File: config.mk
export PLATFORM = sky130hd
export DESIGN_NAME = pulse_to_edge_gen
export DESIGN_NICKNAME = d
export VERILOG_FILES = /design/src/rtl/edge_gen_pkg.sv /design/src/rtl/sat_updown_cnt.sv /design/src/rtl/pulse_to_edge_gen.sv
export SDC_FILE = /design/constraint.sdc
export NUM_CORES = 1
export LEC_CHECK = 0
export BUFFER_PORTS_ARGS = -buffer_cell sky130_fd_sc_hd__buf_4
export CAP_MARGIN = 20
export CORE_AREA = 2 2 39 41
export DETAILED_ROUTE_END_ITERATION = 7
export DIE_AREA = 0 0 41 43
export PLACE_DENSITY_LB_ADDON = 0.05
export SYNTH_ARGS = -nofsm -noshare
export SYNTH_HDL_FRONTEND = slang
export SYNTH_SLANG_ARGS = --single-unit
File: constraint.sdc
create_clock -name clk_i -period 1.4 [get_ports clk_i]
set_input_delay 0.21 -clock clk_i [delete_from_list [all_inputs] [get_ports clk_i]]
set_output_delay 0.21 -clock clk_i [all_outputs]
set_load 0.005 [all_outputs]
File: src/rtl/edge_gen_pkg.sv
// rtl/edge_gen_pkg.sv - shared FSM state type and helpers for pulse_to_edge_gen
package edge_gen_pkg;

  typedef enum logic [1:0] {
    ST_IDLE = 2'd0,
    ST_HIGH = 2'd1,
    ST_LOW  = 2'd2
  } state_e;

  function automatic int max_int(input int a, input int b);
    return (a > b) ? a : b;
  endfunction

endpackage

File: src/rtl/sat_updown_cnt.sv
// rtl/sat_updown_cnt.sv - saturating up/down counter for pending requests
module sat_updown_cnt #(
  parameter int W = 2
) (
  input  logic         clk_i,
  input  logic         rst_ni,
  input  logic         inc,
  input  logic         dec,
  output logic [W-1:0] cnt,
  output logic         full
);

  localparam logic [W-1:0] MAX = '1;

  logic [W-1:0] cnt_q;

  // Simultaneous inc and dec cancel; each direction clamps at its bound.
  always_ff @(posedge clk_i or negedge rst_ni) begin
    if (!rst_ni) begin
      cnt_q <= '0;
    end else if (inc && !dec && (cnt_q != MAX)) begin
      cnt_q <= cnt_q + 1'b1;
    end else if (dec && !inc && (cnt_q != '0)) begin
      cnt_q <= cnt_q - 1'b1;
    end
  end

  assign cnt  = cnt_q;
  assign full = (cnt_q == MAX);

endmodule

File: src/rtl/pulse_to_edge_gen.sv
// rtl/pulse_to_edge_gen.sv - turns request strobes into spaced high windows on edge_o
module pulse_to_edge_gen
  import edge_gen_pkg::*;
#(
  parameter int HIGH_CYCLES = 4,
  parameter int LOW_CYCLES  = 4,
  parameter int PEND_W      = 2
) (
  input  logic              clk_i,
  input  logic              rst_ni,
  input  logic              en_i,
  output logic              edge_o,
  output logic              busy_o,
  output logic [PEND_W-1:0] pend_o,
  output logic              overflow_o
);

  generate
    if (HIGH_CYCLES < 1 || LOW_CYCLES < 1 || PEND_W < 1) begin : g_param_check
      $error("pulse_to_edge_gen: HIGH_CYCLES, LOW_CYCLES and PEND_W must all be >= 1");
    end
  endgenerate

  localparam int CNT_W = $clog2(max_int(HIGH_CYCLES, LOW_CYCLES) + 1);
  localparam logic [CNT_W-1:0] HIGH_LOAD = CNT_W'(HIGH_CYCLES - 1);
  localparam logic [CNT_W-1:0] LOW_LOAD  = CNT_W'(LOW_CYCLES - 1);

  state_e             state_q, state_d;
  logic [CNT_W-1:0]   cnt_q, cnt_d;
  logic [PEND_W-1:0]  pend_cnt;
  logic               pend_full;
  logic               pend_nz;
  logic               active;
  logic               last_low;
  logic               pend_inc;
  logic               pend_dec;
  logic               overflow_d;
  logic               edge_q, busy_q, overflow_q;

  assign active   = (state_q != ST_IDLE);
  assign last_low = (state_q == ST_LOW) && (cnt_q == '0);
  assign pend_nz  = (pend_cnt != '0);

  // The last LOW cycle is the consumption point: a stored request is taken
  // from the counter, while a fresh strobe with nothing stored bypasses it.
  assign pend_dec   = last_low && pend_nz;
  assign pend_inc   = en_i && active && !(last_low && !pend_nz);
  assign overflow_d = en_i && active && !last_low && pend_full;

  sat_updown_cnt #(
    .W (PEND_W)
  ) u_pend_cnt (
    .clk_i  (clk_i),
    .rst_ni (rst_ni),
    .inc    (pend_inc),
    .dec    (pend_dec),
    .cnt    (pend_cnt),
    .full   (pend_full)
  );

  // Next-state and window counter: counter holds cycles remaining in the
  // current phase, so zero marks the final cycle of HIGH or LOW.
  always_comb begin
    state_d = state_q;
    cnt_d   = cnt_q;
    case (state_q)
      ST_IDLE: begin
        if (en_i) begin
          state_d = ST_HIGH;
          cnt_d   = HIGH_LOAD;
        end
      end
      ST_HIGH: begin
        if (cnt_q == '0) begin
          state_d = ST_LOW;
          cnt_d   = LOW_LOAD;
        end else begin
          cnt_d = cnt_q - 1'b1;
        end
      end
      ST_LOW: begin
        if (cnt_q == '0) begin
          if (pend_nz || en_i) begin
            state_d = ST_HIGH;
            cnt_d   = HIGH_LOAD;
          end else begin
            state_d = ST_IDLE;
            cnt_d   = '0;
          end
        end else begin
          cnt_d = cnt_q - 1'b1;
        end
      end
      default: begin
        state_d = ST_IDLE;
        cnt_d   = '0;
      end
    endcase
  end

  // State, counter and registered outputs decoded from the next state.
  always_ff @(posedge clk_i or negedge rst_ni) begin
    if (!rst_ni) begin
      state_q    <= ST_IDLE;
      cnt_q      <= '0;
      edge_q     <= 1'b0;
      busy_q     <= 1'b0;
      overflow_q <= 1'b0;
    end else begin
      state_q    <= state_d;
      cnt_q      <= cnt_d;
      edge_q     <= (state_d == ST_HIGH);
      busy_q     <= (state_d != ST_IDLE);
      overflow_q <= overflow_d;
    end
  end

  assign edge_o     = edge_q;
  assign busy_o     = busy_q;
  assign pend_o     = pend_cnt;
  assign overflow_o = overflow_q;

  a_no_idle_pending: assert property (@(posedge clk_i) disable iff (!rst_ni)
    (state_q == ST_IDLE) |-> (pend_cnt == '0));

endmodule

After elaboration in Yosys (flattened, before gate mapping)

Index checks and enable logic that the tools add are counted.

Flip-flop bits (word level): 10
Output and inout port bits: 5

Add/subtract/negate cells: 3
Muxes and demuxes: 12
Equal/unequal tests: 6
Reduce and logical (&&, ||, !) cells: 23

Operators by type and width:

| cell                                                 | number |
|---|---|
| 2-to-1 mux 2 bit                                     | 6 |
| logical AND 1 bit                                    | 11 |
| 2-to-1 mux 3 bit                                     | 3 |
| one-hot mux 3 bit (3 select lines)                   | 1 |
| nonzero test 2 bit                                   | 4 |
| one-hot mux 2 bit (3 select lines)                   | 1 |
| logical NOT 1 bit                                    | 5 |
| equality test 2 x 1 -> 1 bit (second input constant) | 2 |
| equality test 2 bit (second input constant)          | 2 |
| inequality test 2 bit (second input constant)        | 2 |
| logical NOT 3 bit                                    | 1 |
| subtractor 3 x 1 -> 3 bit (second input constant)    | 1 |
| adder 2 x 1 -> 2 bit (second input constant)         | 1 |
| logical NOT 2 bit                                    | 1 |
| subtractor 2 x 1 -> 2 bit (second input constant)    | 1 |
| logical OR 1 bit                                     | 1 |
| 2-to-1 mux 1 bit                                     | 1 |

Depth between registers and ports, before layout

Gate-level depths: netlist of the first run.

Depth in word-level cells: 10
Mapped depth: 6
Mapped depth without buffers: 6

Cells and area by module

From an unflattened synthesis of the first run, not the netlist that was laid out.

Cells, all modules: 57
Area total of the unflattened synthesis: 565.5 um^2

By module, submodules not included:

| module            | area each (um^2) | sequential area each (um^2) | times used | cells an instance |
|---|---|---|---|---|
| pulse_to_edge_gen | 449.2            | 200.2                       | 1          | 44 |
| sat_updown_cnt    | 116.4            | 50.0                        | 1          | 13 |

Least setup slack after synthesis of the first run

Ideal clock, no wire load.

Path type: flip-flop to flip-flop
Start point: reg cnt_q[0]
End point: reg u_pend_cnt.cnt_q[1] (netlist: u_pend_cnt.cnt[1])
Required time: 1279 ps
Cell stages (with the launch flop): 7
Data arrival time: 1268 ps
Slack: 11 ps
Buffers on the path: 0
Path through: dfrtp_1 > inv_1 > ha_1 > nor2b_4 > nand2_2 > o21a_1 > o22a_1

Longest elaborated chain between the ends: 9
Elaborated cells on any way between the ends: 14

Ends and longest elaborated chain:

| element                         | line                     | RTL |
|---|---|---|
| start: declaration              | pulse_to_edge_gen.sv:29  | `logic [CNT_W-1:0] cnt_q, cnt_d;` |
| start signal: assignment        | pulse_to_edge_gen.sv:111 | `cnt_q <= cnt_d;` |
| logical NOT 3 bit (*)           | pulse_to_edge_gen.sv:41  | `assign last_low = (state_q == ST_LOW) && (cnt_q == '0);` |
| logical AND 1 bit (*)           | pulse_to_edge_gen.sv:41  |  |
| logical AND 1 bit               | pulse_to_edge_gen.sv:47  | `assign pend_inc = en_i && active && !(last_low && !pend_nz);` |
| logical NOT 1 bit               | pulse_to_edge_gen.sv:47  |  |
| logical AND 1 bit               | pulse_to_edge_gen.sv:47  |  |
| logical NOT 1 bit               | sat_updown_cnt.sv:23     | `end else if (dec && !inc && (cnt_q != '0)) begin` |
| logical AND 1 bit (2 in series) | sat_updown_cnt.sv:23     |  |
| nonzero test 2 bit (no line)    | n/a                      |  |
| end signal: assignment          | sat_updown_cnt.sv:22     | `cnt_q <= cnt_q + 1'b1;` |
| end signal: assignment          | sat_updown_cnt.sv:24     | `cnt_q <= cnt_q - 1'b1;` |
| end: declaration                | sat_updown_cnt.sv:15     | `logic [W-1:0] cnt_q;` |

Every way passes the cells marked *; elsewhere a longest branch is shown, timed or not.
A chain may end at the register's enable or synchronous reset.

Worst setup path after layout of the first run

Ends and elaborated chain as after synthesis.

==> flow_summary_export.csv, run 1 <==
group,metric,value,unit
run_status,outcome,"complete, no violations",
sta,clock-skew-final,0.003878,ns
logic_synthesis,syn_nets,67,
detailed_routing,avgViaCountPerCell,5.161,
sta,setup_slack,0.1016,ns
placement,place_congestion,0.7564,
floorplan,die_h,43,um
finish,num-nets-final,84,
finish,syn2layout_area_growth,28.54,%
setup_path,endpoint_kind,"register",
detailed_routing,drt-pass1-iter-count,2,
logic_synthesis,synth_area,565.5,um^2
setup_path,arrival,1.45,ns
sta,worst_pin_slew,0.4307,ns
floorplan,num_rows,14,
clock_network,post_cts_buffers,0,
sta,slew_violations,0,
power_and_ir_drop,power_frac_comb,54.2,%
clock_network,cts_sinks,10,
power_and_ir_drop,p_sw_share,38.27,%
clock_network,clock_path_buffers,2,
global_routing,grt_pass1_vias,458,
power_and_ir_drop,ir_drop,0.0009294,V
sta,relSlewSlack,71.06,%
logic_synthesis,synthCells,62,
detailed_routing,initialDrtViolationCount,6,
finish,layout_commonest_cell,"buf_4",
logic_synthesis,ys_ff_latch,10,
clock_network,htreeDepth,1,
detailed_routing,vias,480,
floorplan,die_w,41,um
setup_path,required,1.56,ns
global_routing,antenna_found_initial,0,
clock_network,cts_tree,"done",
flow_run,drv_cap,0,
power_and_ir_drop,pwr-share-clk,12.4,%
placement,pre_cts_ws,0.05491,ns
global_routing,grt_max_degree,12,
detailed_routing,wl,1.141,mm
sta,final.setup.tns,0,ns
placement,dpl.hpwl,860.8,um
setup_path,cp_max_fo,6,
logic_synthesis,syn_avg_cell_area,9.122,um^2
setup_path,start_kind,"register",
clock_network,path_clk_slew,0.06,ns
clock_network,cts_buffers,3,
global_routing,track_usage,16.40,%
setup_path,crit_slowest_cell,"dfrtp_1",
logic_synthesis,seq_area_frac_synth,44.25,%
sta,fin_crit_sh,92.75,%
global_routing,grt_pass1_wl,1.952,mm
setup_path,critPathKind,"register to register",
sta,hold_viol,0,
sta,min_period,1.298,ns
placement,io_buffers,7,
finish,drive_gt1_share,33.77,%
setup_path,slowest_delay,0.39,ns
floorplan,boundaryPins,8,
floorplan,core_area,1384,um^2
sta,clock.fmax,770.2,MHz
detailed_routing,drc_errors,0,
finish,layout_common_cells,"buf_4 (14), dfrtp_1 (10), nand2_1 (7), nor2_1 (7), o21ai_0 (4)",
detailed_routing,antenna_left,0,
clock_network,clk_latency,0.26,ns
power_and_ir_drop,seqPwrFrac,33.4,%
logic_synthesis,synth_cell_types,24,
logic_synthesis,ys.warnings.count,0,
global_routing,overflow,0,
floorplan,die-area,1763,um^2
sta,finalSetupViolCount,0,
power_and_ir_drop,leakage,0.0003130,uW
power_and_ir_drop,power_density,2150,nW/um^2
power_and_ir_drop,switchingPower,598.1,uW
power_and_ir_drop,power.internal,964.9,uW
finish,diodes,0,
floorplan,start_util,40.87,%
setup_path,cp_cell_sequence,"inv_2 -> ha_4 -> nor2b_4 -> nand2_2 -> o21a_1 -> o22a_1",
min_path,hold_class,"input pin to register",
sta,rsz0062_at_grt,"no",
clock_network,cts_root_buf,"clkbuf_4",
detailed_routing,post_drt_wl_per_cell,12.27,um
-- stage by stage --
stage | hold WS (ns) | utilization [%] | cells | instance area (um^2) | total power [uW]
floorplan | -0.08559 | - | 62 | 565.5 | 1029
CTS | 0.2484 | 51.18 | 93 | 708.2 | 1523
global route | 0.2696 | 52.53 | 93 | 726.9 | 1726
global placement | 0.04935 | 48.82 | 89 | 675.6 | 1315
detailed placement | 0.04829 | 48.82 | 89 | 675.6 | 1323
finish | 0.2508 | 52.53 | 93 | 726.9 | 1563
-- kinds of logic (layout without fill, tap and decap cells) --
logic type	count (synthesis)	count (layout)	share of synthesized area [%]
and+or+nand+nor	26	26	24.56
adders and majority gates	2	2	4.424
xor gates and xnor gates	1	1	1.549
buffers and inverters	5	20	3.982
AOI/OAI and AO/OA	17	17	19.47
muxes	1	1	1.770
DFF	10	10	44.25
-- critical path, delay by kind of cell, from the launching register on --
| family | cells | cell delay (ns) |
|---|---|---|
| flops | 1 | 0.39 |
| compound gates | 2 | 0.33 |
| simple gates | 2 | 0.26 |
| fa+ha+maj | 1 | 0.13 |
| buf+inv | 1 | 0.08 |
-- cells in the mapped netlist --
cell / instances / area share (%)
nor3_1: 2 / 1.8
nor2b_4: 1 / 2.4
and2b_1: 1 / 1.3
o21ai_0: 4 / 3.5
buf_2: 3 / 2.7
dfrtp_1: 10 / 44
mux2i_1: 1 / 1.8
o211ai_1: 1 / 1.3
xnor2_1: 1 / 1.5
nand2_2: 1 / 1.1
a211oi_2: 1 / 2.2
nand3_1: 2 / 1.8
o22ai_1: 3 / 3.3
and2_1: 1 / 1.1
a21oi_1: 4 / 3.5
nand2_1: 7 / 4.6
o21a_1: 3 / 4.0
ha_1: 2 / 4.4
nand2b_4: 1 / 2.4
nor2b_1: 2 / 2.2
nand4_1: 1 / 1.1
inv_1: 2 / 1.3
nor2_1: 7 / 4.6
o22a_1: 1 / 1.5
-- what timing repair did --
| item | CTS | global route |
|---|---|---|
| gates resized for setup | 0 | 6 |
| setup endpoints to repair | 0 | 3 |
| endpoints found under the hold margin | 10 | 0 |
| hold buffers | 1 | 0 |
-- power by group through the flow --
stage	clock (uW)	sequential (uW)	combinational, uW
finish	194	521	847
global route	219	543	964
CTS	201	517	805
detailed placement	0	522	801
global placement	0	520	796
floorplan	0	510	519
-- path summary, 6_finish.rpt --
kind                       startpoint           endpoint  slack, ns  cells past startpoint
max reg2reg                  cnt_q[0]  u_pend_cnt.cnt[1]       0.10                      6
min reg2reg                state_q[1]             edge_o       0.58                      1
min                              en_i  u_pend_cnt.cnt[1]       0.25                      2
max                          cnt_q[0]  u_pend_cnt.cnt[1]       0.10                      6
min in group asynchronous      rst_ni         state_q[1]       0.31                      2
max in group asynchronous      rst_ni         overflow_o       0.94                      2
-- flip-flops by register name, summed over array words and instances (netlist names) --
signal and count:
state_q 2, overflow_o 1, u_pend_cnt.cnt 2, edge_o 1, busy_o 1, cnt_q 3
-- cell type report --
cell class	count	area [um^2]
Clock buffer	3	22.52
Fill cell	131	656.9
Sequential cell	10	250.2
Tap cell	16	20.02
Inverter	2	7.507
Multi-Input combinational cell	47	311.5
Timing Repair Buffer	15	115.1
-- per-layer routing --
metal | GRT usage, % | wire, um | up-vias | part of all wire [%]
met5 | 0 | 0 | - | 0
met4 | 6.000 | 11 | 0 | 0.96
met3 | 4.712 | 43 | 2 | 3.8
met2 | 25.00 | 557 | 8 | 49
met1 | 21.21 | 528 | 226 | 46
li1 | - | - | 244 | -
Note: power is estimated with default switching activity, not from simulation.
==> run 2, diff against run 1 <==
SYNTH_HIERARCHICAL = 1   (was default)
==> run 2 against run 1 <==
- the flow now finishes with violations (negative setup slack)
- combinational power rose by 14%
- clock skew rose by 0.0022 ns
- critical path type unchanged
- non-clock buffer count rose by 12
- worst setup slack got worse by 0.44 ns
==> flow_summary_export.csv, run 2 <==
group,metric,value,unit
run_status,outcome,"finished, violations left",
run_status,violations,"negative setup slack",
sta,hold_viol,0,
placement,placedCellCount,93,
clock_network,cts_root_buf,"clkbuf_4",
logic_synthesis,synth_area,565.5,um^2
sta,clock-skew-final,0.006102,ns
finish,layout_commonest_cell,"buf_4",
detailed_routing,initialDrtViolationCount,13,
sta,relSlewSlack,78.72,%
sta,whs,0.2153,ns
finish,syn2layout_area_growth,64.16,%
placement,pre_cts_ws,-0.3855,ns
clock_network,clock_path_buffers,2,
floorplan,die-area,1763,um^2
finish,largest_reg_flops,3,
setup_path,cp-startpoint,"cnt_q[0]",
finish,num-nets-final,92,
setup_path,slowest_delay,0.47,ns
flow_run,drv_cap,0,
setup_path,cp_cell_sequence,"inv_2 -> ha_4 -> or4b_4 -> a21oi_2 -> nor2b_2 -> nor2b_4 -> nor2_2 -> a22oi_2",
power_and_ir_drop,leakage,0.0004074,uW
logic_synthesis,synthFlopType,"dfrtp_1",
setup_path,start_kind,"register",
logic_synthesis,ys.warnings.count,6,
setup_path,r2r_cells,8,
logic_synthesis,ys_ff_latch,10,
setup_path,critPathKind,"register to register",
min_path,hold_class,"input pin to register",
setup_path,rrSetupSlack,-0.34,ns
setup_path,required,1.56,ns
global_routing,grt_max_degree,11,
power_and_ir_drop,power_density,1839,nW/um^2
setup_path,endpoint_kind,"register",
logic_synthesis,netlist_top_cells_area,"dfrtp_1 (44%), ha_1 (4.4%), nor2_1 (4.0%)",
detailed_routing,post_drt_wl_per_cell,13.91,um
setup_path,critPathTopFamily,"simple AND/OR/NAND/NOR gates",
logic_synthesis,synthCells,57,
logic_synthesis,synth_cell_types,28,
detailed_routing,wl,1.419,mm
finish,layout_common_cells,"buf_4 (23), dfrtp_1 (10), nor2_1 (5)",
sta,finalSetupViolCount,8,
placement,dpl.hpwl,966.8,um
setup_path,rr_endpoint,"u_pend_cnt/cnt[0]",
clock_network,cts_sinks,10,
clock_network,htreeDepth,1,
sta,min_period,1.736,ns
placement,io_buffers,7,
power_and_ir_drop,ir_drop,0.0008610,V
sta,slew_violations,0,
sta,rsz0062_at_grt,"yes",
clock_network,cts_tree,"done",
setup_path,path_buf_inv,1,
finish,diodes,0,
sta,worst_pin_slew,0.3158,ns
logic_synthesis,syn_avg_cell_area,9.922,um^2
logic_synthesis,async_reset_ff_share,100.0,%
detailed_routing,avgViaCountPerCell,5.157,
floorplan,core_area,1384,um^2
finish,regMostFlops,"cnt_q",
detailed_routing,vias,526,
clock_network,clk_latency,0.27,ns
logic_synthesis,yosysTopAreaCell,"dfrtp_1",
sta,setup_slack,-0.3362,ns
sta,fin_crit_sh,124.0,%
logic_synthesis,synth_enable_flop_cells,0,
global_routing,track_usage,20.99,%
floorplan,die_w,41,um
finish,drive_gt1_share,58.14,%
detailed_routing,drc_errors,0,
sta,clock.fmax,576.0,MHz
logic_synthesis,synth_common_cells,"dfrtp_1 (10), nor2_1 (6)",
floorplan,die_h,43,um
setup_path,crit_path_end,"u_pend_cnt/cnt[0]",
global_routing,grt_pass1_vias,557,
floorplan,num_rows,14,
detailed_routing,antenna_left,0,
global_routing,antenna_found_initial,0,
logic_synthesis,seq_area_frac_synth,44.25,%
placement,place_congestion,0.7503,
setup_path,cp_max_fo,4,
global_routing,overflow,0,
floorplan,start_util,40.87,%
clock_network,cts_buffers,3,
logic_synthesis,synth.most_common_cell,"dfrtp_1",
clock_network,path_clk_slew,0.08,ns
setup_path,cp.depth,8,
detailed_routing,drt-pass1-iter-count,4,
finish,final_core_util,67.09,%
finish,final_cells,102,
setup_path,arrival,1.90,ns
floorplan,boundaryPins,8,
logic_synthesis,syn_nets,62,
global_routing,grt_pass1_wl,2.456,mm
logic_synthesis,synth.top_cell.area_share,44.25,%
setup_path,crit_slowest_cell,"or4b_4",
setup_path,r2r_start,"cnt_q[0]",
run 2: per-layer routing:
metal	global-route usage, %	vias up	part of all wire [%]
li1	-	260	-
met5	0	-	0
met4	10.00	0	1.1
met3	4.712	2	2.6
met1	26.58	255	43
met2	32.19	9	53
run 2: how the worst min path moves through the flow:
stage	from	endpoint	depth (start not counted)
floorplan	rst_ni	busy_o	0
global placement	rst_ni	cnt_q[1]	1
detailed placement	rst_ni	cnt_q[1]	1
CTS	en_i	overflow_o	2
global route	en_i	overflow_o	2
finish	en_i	overflow_o	2
run 2: area by class of cell:
class / instances / area, um^2
clock buffers: 4 / 36.28
fillers: 114 / 455.4
repair buffers: 27 / 216.5
well taps: 16 / 20.02
flip-flops and latches: 10 / 250.2
multi-input cells: 42 / 394.1
inverters: 3 / 11.26
run 2: cells by family after synthesis:
logic type | Yosys count | share of synthesized area [%]
muxes | 2 | 3.761
adders and majority gates | 2 | 4.424
DFF | 10 | 44.25
AOI/OAI and AO/OA | 14 | 18.14
and+or+nand+nor | 23 | 24.11
xor gates and xnor gates | 1 | 1.549
buffers and inverters | 5 | 3.761
run 2: report_power, final:
group / total [uW] / switching [uW] / internal (uW)
combinational: 962 / 398 / 565
sequential: 468 / 83.3 / 385
clock: 277 / 119 / 158
run 2: through the flow:
| stage | TNS (ns) | area (um^2) | power (uW) |
|---|---|---|---|
| 4_1_cts | -1.733 | 923.4 | 1686 |
| 5_1_grt | -2.072 | 928.4 | 1837 |
| 3_3_place_gp | -1.576 | 747.0 | 1151 |
| 3_5_place_dp | -1.768 | 747.0 | 1160 |
| 2_1_floorplan | -0.8617 | 571.8 | 834.5 |
| 6_report | -1.633 | 928.4 | 1707 |
run 2: worst register-to-register path: stages, from the launching register on:
cell and delay (ns):
dfrtp_1 0.40, inv_2 0.09, ha_4 0.13, or4b_4 0.47, a21oi_2 0.16, nor2b_2 0.07, nor2b_4 0.13, nor2_2 0.11
a22oi_2 0.06
run 2: repair_timing:
item / CTS / global route
hold buffers: 1 / 0
pin swaps: 7 / 3
gates resized for setup: 23 / 2
endpoints found under the hold margin: 10 / 0
endpoints found under the setup margin: 9 / 9
setup buffers: 5 / 0
